--- src/rtl/fetch_sequencer.sv ---
// fetch_sequencer: word-PC fetch/execute sequencer for the 32-word RV32I lab core.
// Defining FETCH_PERF_EN adds a saturating retired-instruction counter on retired_count.
module fetch_sequencer #(
  parameter int unsigned ADDR_W   = 5,
  parameter int unsigned RESET_PC = 0
) (
  input  logic              clk,
  input  logic              reset,
  input  logic              run_mode,
  input  logic              step_pulse,
  input  logic [31:0]       instr_in,
  input  logic              branch_eq,
  output logic [ADDR_W-1:0] pc_address,
  output logic              imem_enable,
  output logic [31:0]       instr_out,
  output logic              instr_valid,
  output logic              halted,
  output logic              fault,
  output logic [15:0]       retired_count
);

  // Halfword-granular offset: bit 0 flags a misaligned target, the rest is the word offset
  localparam int unsigned HW_W       = ADDR_W + 1;
  localparam logic [31:0] NOP_INSTR  = 32'h0000_0013;
  localparam logic [6:0]  OPC_JAL    = 7'b1101111;
  localparam logic [6:0]  OPC_BRANCH = 7'b1100011;
  localparam logic [2:0]  F3_BEQ     = 3'b000;
  localparam logic [2:0]  F3_BNE     = 3'b001;

  typedef enum logic [2:0] {
    S_IDLE,
    S_FETCH,
    S_EXEC,
    S_WAIT,
    S_HALT
  } state_t;

  state_t            state;
  state_t            state_next;
  logic [ADDR_W-1:0] pc;
  logic [ADDR_W-1:0] pc_next;
  logic [HW_W-1:0]   imm_hw;
  logic [ADDR_W-1:0] word_off;
  logic              is_jal;
  logic              is_branch;
  logic              taken;
  logic              self_loop;
  logic              misaligned;
  logic              halt_c;
  logic              imem_enable_d;
  logic              instr_valid_d;
  logic              halted_d;

  // Redirect decode of the latched instruction, used only while in EXEC
  always_comb begin
    is_jal    = (instr_out[6:0] == OPC_JAL);
    is_branch = (instr_out[6:0] == OPC_BRANCH);
    taken     = is_jal ||
                (is_branch && (((instr_out[14:12] == F3_BEQ) && branch_eq) ||
                               ((instr_out[14:12] == F3_BNE) && !branch_eq)));
    if (is_jal) begin
      imm_hw = HW_W'({{12{instr_out[31]}}, instr_out[31], instr_out[19:12],
                      instr_out[20], instr_out[30:21]});
    end else begin
      imm_hw = HW_W'({{20{instr_out[31]}}, instr_out[31], instr_out[7],
                      instr_out[30:25], instr_out[11:8]});
    end
    word_off   = imm_hw[HW_W-1:1];
    self_loop  = taken && (word_off == '0);
    misaligned = taken && imm_hw[0];
    halt_c     = self_loop || misaligned;
    pc_next    = pc + ADDR_W'(1);
    if (halt_c) begin
      pc_next = pc;
    end else if (taken) begin
      pc_next = pc + word_off;
    end
  end

  // State register
  always_ff @(posedge clk) begin
    if (reset) begin
      state <= S_IDLE;
    end else begin
      state <= state_next;
    end
  end

  // Next-state logic; step requests outside IDLE/WAIT are dropped
  always_comb begin
    state_next = state;
    case (state)
      S_IDLE:  if (run_mode || step_pulse) state_next = S_FETCH;
      S_FETCH: state_next = S_EXEC;
      S_EXEC: begin
        if (halt_c) begin
          state_next = S_HALT;
        end else if (run_mode) begin
          state_next = S_FETCH;
        end else begin
          state_next = S_WAIT;
        end
      end
      S_WAIT:  if (run_mode || step_pulse) state_next = S_FETCH;
      S_HALT:  state_next = S_HALT;
      default: state_next = S_IDLE;
    endcase
  end

  // Output decode from the upcoming state so the strobes come straight off flops
  always_comb begin
    imem_enable_d = 1'b0;
    instr_valid_d = 1'b0;
    halted_d      = 1'b0;
    case (state_next)
      S_FETCH: imem_enable_d = 1'b1;
      S_EXEC:  instr_valid_d = 1'b1;
      S_HALT:  halted_d      = 1'b1;
      default: ;
    endcase
  end

  // PC, instruction register and registered strobes
  always_ff @(posedge clk) begin
    if (reset) begin
      pc          <= ADDR_W'(RESET_PC);
      instr_out   <= NOP_INSTR;
      imem_enable <= 1'b0;
      instr_valid <= 1'b0;
      halted      <= 1'b0;
      fault       <= 1'b0;
    end else begin
      imem_enable <= imem_enable_d;
      instr_valid <= instr_valid_d;
      halted      <= halted_d;
      if (state == S_FETCH) begin
        instr_out <= instr_in;
      end
      if (state == S_EXEC) begin
        pc <= pc_next;
        if (misaligned) begin
          fault <= 1'b1;
        end
      end
    end
  end

  assign pc_address = pc;

`ifdef FETCH_PERF_EN
  logic [15:0] retired_q;

  // Saturating count of EXEC cycles, halting instruction included
  always_ff @(posedge clk) begin
    if (reset) begin
      retired_q <= 16'd0;
    end else if ((state == S_EXEC) && (retired_q != 16'hFFFF)) begin
      retired_q <= retired_q + 16'd1;
    end
  end

  assign retired_count = retired_q;
`else
  assign retired_count = 16'd0;
`endif

endmodule

--- config.mk ---
export PLATFORM = sky130hd
export DESIGN_NAME = fetch_sequencer
export DESIGN_NICKNAME = d
export VERILOG_FILES = /design/src/rtl/fetch_sequencer.sv
export SDC_FILE = /design/constraint.sdc
export NUM_CORES = 1
export LEC_CHECK = 0
export ABC_AREA = 1
export CORE_ASPECT_RATIO = 0.6
export CORE_UTILIZATION = 25
export DETAILED_ROUTE_END_ITERATION = 8
export GPL_TIMING_DRIVEN = 1
export PLACE_DENSITY_LB_ADDON = 0.12
export SETUP_SLACK_MARGIN = 0.15
export SLEW_MARGIN = 10
export SYNTH_ARGS = -nofsm -noshare
export SYNTH_HDL_FRONTEND = slang
export SYNTH_SLANG_ARGS = --single-unit
--- constraint.sdc ---
create_clock -name clk -period 3.75 [get_ports clk]
set_input_delay 0.375 -clock clk [delete_from_list [all_inputs] [get_ports clk]]
set_output_delay 0.375 -clock clk [all_outputs]
set_load 0.05 [all_outputs]
# == Yosys cells after proc, flatten, opt, wreduce, memory -nomap -nowiden ==
# Index checks and enable logic that the tools add are counted.
# word_totals
ff_bits,44
inputBits,37
word_cells,45
# op_classes
add_sub_neg,2
n_eq_ne,10
mux,9
bitwise_logic,1
reduce_logical,16
# op_table
operator,count
$eq A7 B7 Y1 const B,2
$pmux W3 S4,1
$eq A3 B1 Y1 const B,3
$eq A3 B2 Y1 const B,3
$eq A3 B3 Y1 const B,2
$logic_not A3 Y1,2
$mux W3,2
$add A5 B1 Y5 const B,1
$add A5 B5 Y5,1
$logic_and A1 B1 Y1,5
$logic_not A5 Y1,1
$mux W5,1
$logic_or A1 B1 Y1,4
$mux W4,1
$reduce_and A2 Y1,2
$mux W1,3
$mux W2,1
$reduce_or A2 Y1,1
$logic_not A1 Y1,1
$not A1 Y1,1

# == Depth between registers and ports, before layout ==
# depth
ltp_word,11
mapped_depth,16
ltp_nobuf,16

# == Least setup slack after synthesis ==
# Ideal clock, no wire load.
# synth_timing
kind,register to register
from,register instr_out[6]
to,register pc[4] (netlist: pc_address[4])
arrival_time_ns,2.212
required_ns,3.616
slack_ns,1.404
stages_incl_launch_ff,14
path_buffers,0
path_cell_list,dfxtp_1 > nand2_1 > nor2_4 > nand2_4 > nand2_4 > nand2_1 > ha_1 > fa_1 > a31oi_1 > inv_1 > nand2_1 > nand2_1 > nand2_1 > a21oi_1
# synth_between
elab_chain_cells,7
# synth_rtl
element,line,rtl
"start, declared",15,"output logic [31:0] instr_out,"
"start signal, assigned",137,instr_out <= instr_in;
"parallel branches: the longest is 7 deep, another holds $add A5 B5 Y5",-,
"end signal, assigned",126,pc <= ADDR_W'(RESET_PC);
"end signal, assigned",140,pc <= pc_next;
"end, declared",40,logic [ADDR_W-1:0] pc;
# Several ways; the timed one is not identified.
# A chain may end at the register's enable or synchronous reset.

# == Worst setup path after layout ==
# layout_timing
from,input branch_eq
to,register pc[4] (netlist: pc_address[4])
# layout_between
elab_chain_cells,9
# layout_rtl
element,line,rtl
"start, declared",12,"input logic branch_eq,"
$logic_not A1 Y1,60,((instr_out[14:12] == F3_BNE) && !branch_eq)));
$logic_and A1 B1 Y1,60,
$logic_or A1 B1 Y1 (*),59,(is_branch && (((instr_out[14:12] == F3_BEQ) && branch_eq) ||
$logic_and A1 B1 Y1 (*),59,
$logic_or A1 B1 Y1 (*),58,taken = is_jal ||
$logic_and A1 B1 Y1 (on tied branches),"69, 70",
$logic_or A1 B1 Y1,71,halt_c = self_loop || misaligned;
$not A1 Y1 (no line),-,
$reduce_and A2 Y1 (no line),-,
# Every way passes the cells marked *; elsewhere a longest branch is shown, timed or not.

==> results.md <==
* Arrival time of the worst setup path at between 2000 and 3000 ps
* Sequential fraction of the synthesis area at ~43%
* Detailed Route Iter0 Violations at 58
* Tmin final at between 2000 and 2500 ps
* Worst-Margin Slew at between 500 and 600 ps
* Final hold violation count at 0
* Max_slew headroom at 62.77%
* Worst VDD drop at ~0.00020 V
* Leak pwr at between 1 and 1.5 nW
* Routed Antenna Nets at 0
* WP data required at just under 4000 ps
* DRT Pass-1 Iters at 5
* Hold-fix buffers, CTS at 0
* H-tree levels at 2
* CP peak stage delay at approximately 480 ps
* Dpl hpwl at roughly 4000 um
* Post-CTS Resized at 0
* Total Routed Length at 5380 um
* RSZ-0062 raised after global routing: no
* Clock network fraction of total power at 28.7%
* Min-Delay Path Class: register to register
* First-pass GRT wire length at slightly below 9000 um
* Sequential group share of total power at 36.7%
* Mapped Area at roughly 0.0021 mm2
* Fin util at a little under two fifths
* Total GRT Usage at between 10% and 20%
* CTS tree: yes
* P&R area growth vs syn at 47.01%
* Mapped Cells at approximately 280
* CP Buf/Inv Count at 2
* I/O Buffers at between 70 and 80
* Latest clock arrival within the worst-skew pair at 280 ps
* Die area at approximately 0.0087 mm2
* Sw frac at between 30% and 40%
* Initial antenna violation count at 0
* Total CTS buffers at 5
* Largest net degree at the start of global routing at 33
* Ys flop type: dfxtp_1
* Combinational share of power at 34.7%
* EDFF count, synth at 0
* IO Pins at 94
* Status: finished clean
* Power Density at slightly above 500 mW/mm2
* Internal cell power at just under 0.001 W
* Setup CP Type: input pin to register
* Fin Hold WS at roughly 480 ps
* CP endpoint kind: register
* FP Rows at 25
* Worst path slowest cell: clkdlybuf4s50_1
* Post-CTS setup buffers at 0
* Syn avg cell area at approximately 7.4 um2
* Layout cells sized above 1 at 8.169%
* Die width at approximately 120 um
* Synth warn at 0
* Tcrit/Tclk final at a little under two thirds
* Async set-or-reset flop fraction in the synthesized netlist at 0%
* Layout Skew at ~4.6 ps
* Most used cell, CP: nand2_1
* Critical Path Start Type: input pin
* CTS Sinks at 44
* Delay-heaviest family, CP: simple AND/OR/NAND/NOR gates
* Initial Util at 26.06%
* Grt ovf at 0
* #FFs+latches synth at 44
* Vias per cell at just over 4
* Core footprint at 0.007945 mm2
* Sw Pwr at 0.0005739 W
* Clock root cell: clkbuf_16
* Fill cell count at 850
* Worst reg2reg setup slack at around 1500 ps
* Crit path cell chain: clkdlybuf4s50_1, inv_1, nand2_1, nand2_1, nor2_1, nand2_1, nand2_4, nand2_1, ha_1, fa_1, a31oi_1, nand3_1, nand2_1, nand2_1, a21oi_1
* Antenna cells at 0
* Setup tns final at 0 ps
* Maximum clock path buffer count at 2
* Max Cap Viol at 0
* Vias in the first global route at between 1,500 and 2,000
* Fmax at around 420 MHz
* Net count, final at a little under 400
* Fin. max-slew vios at 0
* Setup-failing EPs final at 0
* Placer Congestion at about 0.75
* DR WL/cell at 11.62 um
* Die H at approximately 72 um
* Maximum fanout along the worst path at 7
* Via count at between 1,500 and 2,000
* Clk slew on worst S/H paths at roughly 60 ps
* # DRC at 0
* Post-synthesis cell type count at 27
[registers in the layout, summed over array words and instances (netlist names)]
signal / count
state: 3
instr_out: 32
imem_enable: 1
halted: 1
fault: 1
instr_valid: 1
pc_address: 5
[cell usage after synthesis, types with 2 or more instances]
| master | count | share of area [%] |
|---|---|---|
| xor2_1 | 2 | 0.85 |
| o21ai_0 | 32 | 7.7 |
| ha_1 | 4 | 2.4 |
| nand3_1 | 12 | 2.9 |
| nor2_1 | 50 | 9.1 |
| clkbuf_1 | 9 | 1.6 |
| nor2_4 | 3 | 1.6 |
| nand2_4 | 2 | 1.1 |
| dfxtp_1 | 44 | 43 |
| inv_1 | 25 | 4.5 |
| buf_4 | 16 | 5.8 |
| nand2_2 | 9 | 2.7 |
| a21oi_1 | 20 | 4.8 |
| nand2_1 | 37 | 6.7 |
[cells in the final DEF, fill, tap and decap left out]
cell type         n
nand2_1          37
nor3_2            1
a21oi_2           1
o21a_1            1
a21oi_1          20
o21ai_2           1
buf_4             3
nor2_1           50
nand3_4           1
clkdlybuf4s50_1  77
clkbuf_16         5
fa_1              1
nand3_1          12
clkbuf_1          2
nand3_2           1
conb_1           16
a21o_1            1
clkbuf_8          1
o21ai_1           1
ha_1              4
o21ai_0          32
inv_1            25
dfxtp_1          44
nor2_2            1
xor2_1            2
nand2_4           2
nor2_4            3
nand2_2           9
a31oi_1           1
[per-layer routing]
| metal | wire length (um) | global-route usage [%] |
|---|---|---|
| met3 | 450 | 5.896 |
| met5 | 0 | 0 |
| met2 | 2035 | 18.18 |
| met1 | 2857 | 18.28 |
| met4 | 37 | 2.500 |
[cell type report]
class | instances | area (um2) | share of cell area [%]
Clock buffer | 8 | 146.4 | 4.809
Inverter | 25 | 93.84 | 3.083
Multi-Input combinational cell | 198 | 994.7 | 32.68
Sequential cell | 44 | 880.8 | 28.94
Tap cell | 108 | 135.1 | 4.439
Timing Repair Buffer | 80 | 793.3 | 26.06
[per-stage QoR]
| stage | cells | setup WS, ps | power (W) | cell area [um2] |
|---|---|---|---|---|
| final | 463 | 1358 | 0.001535 | 3044 |
| after global placement | 455 | 1135 | 0.001111 | 2898 |
| after floorplan | 293 | 1404 | 0.0009355 | 2127 |
| after CTS | 463 | 1323 | 0.001555 | 3044 |
| after detailed placement | 455 | 1049 | 0.001110 | 2898 |
| after global routing | 463 | 1116 | 0.001614 | 3044 |
[power by group through the flow]
stage | Clock (W) | Combinational, W | Sequential, W
floorplan | 0 | 0.000182 | 0.000754
global placement | 0 | 0.000539 | 0.000572
detailed placement | 0 | 0.000537 | 0.000573
CTS | 0.000453 | 0.000539 | 0.000564
global route | 0.000473 | 0.000570 | 0.000570
finish | 0.000440 | 0.000532 | 0.000563
[logic make-up after synthesis]
group | Yosys count | share of synthesized area (%)
adders and majority gates | 5 | 3.384
other | 1 | 0.1811
xor gates and xnor gates | 2 | 0.8461
AOI/OAI and AO/OA | 58 | 14.68
DFF | 44 | 42.54
buffers and inverters | 51 | 12.14
and+or+nand+nor | 117 | 26.22
[worst reg2reg max path: cells and delay by family (launching register included)]
kind,cells,cell delay (ps)
adders and majority gates,2,620
AOI/OAI and AO/OA,2,350
and+or+nand+nor,9,880
DFF,1,320
[path summary, 6_finish.rpt]
path | endpoint | startpoint | cells after the start
worst min-delay path | instr_out[9] | instr_out[9] | 2
worst max-delay path | pc_address[4] | branch_eq | 15
worst max register to register | pc_address[4] | instr_out[13] | 13
worst min register to register | instr_out[9] | instr_out[9] | 2
No activity file was read; power rests on OpenSTA's default activity.
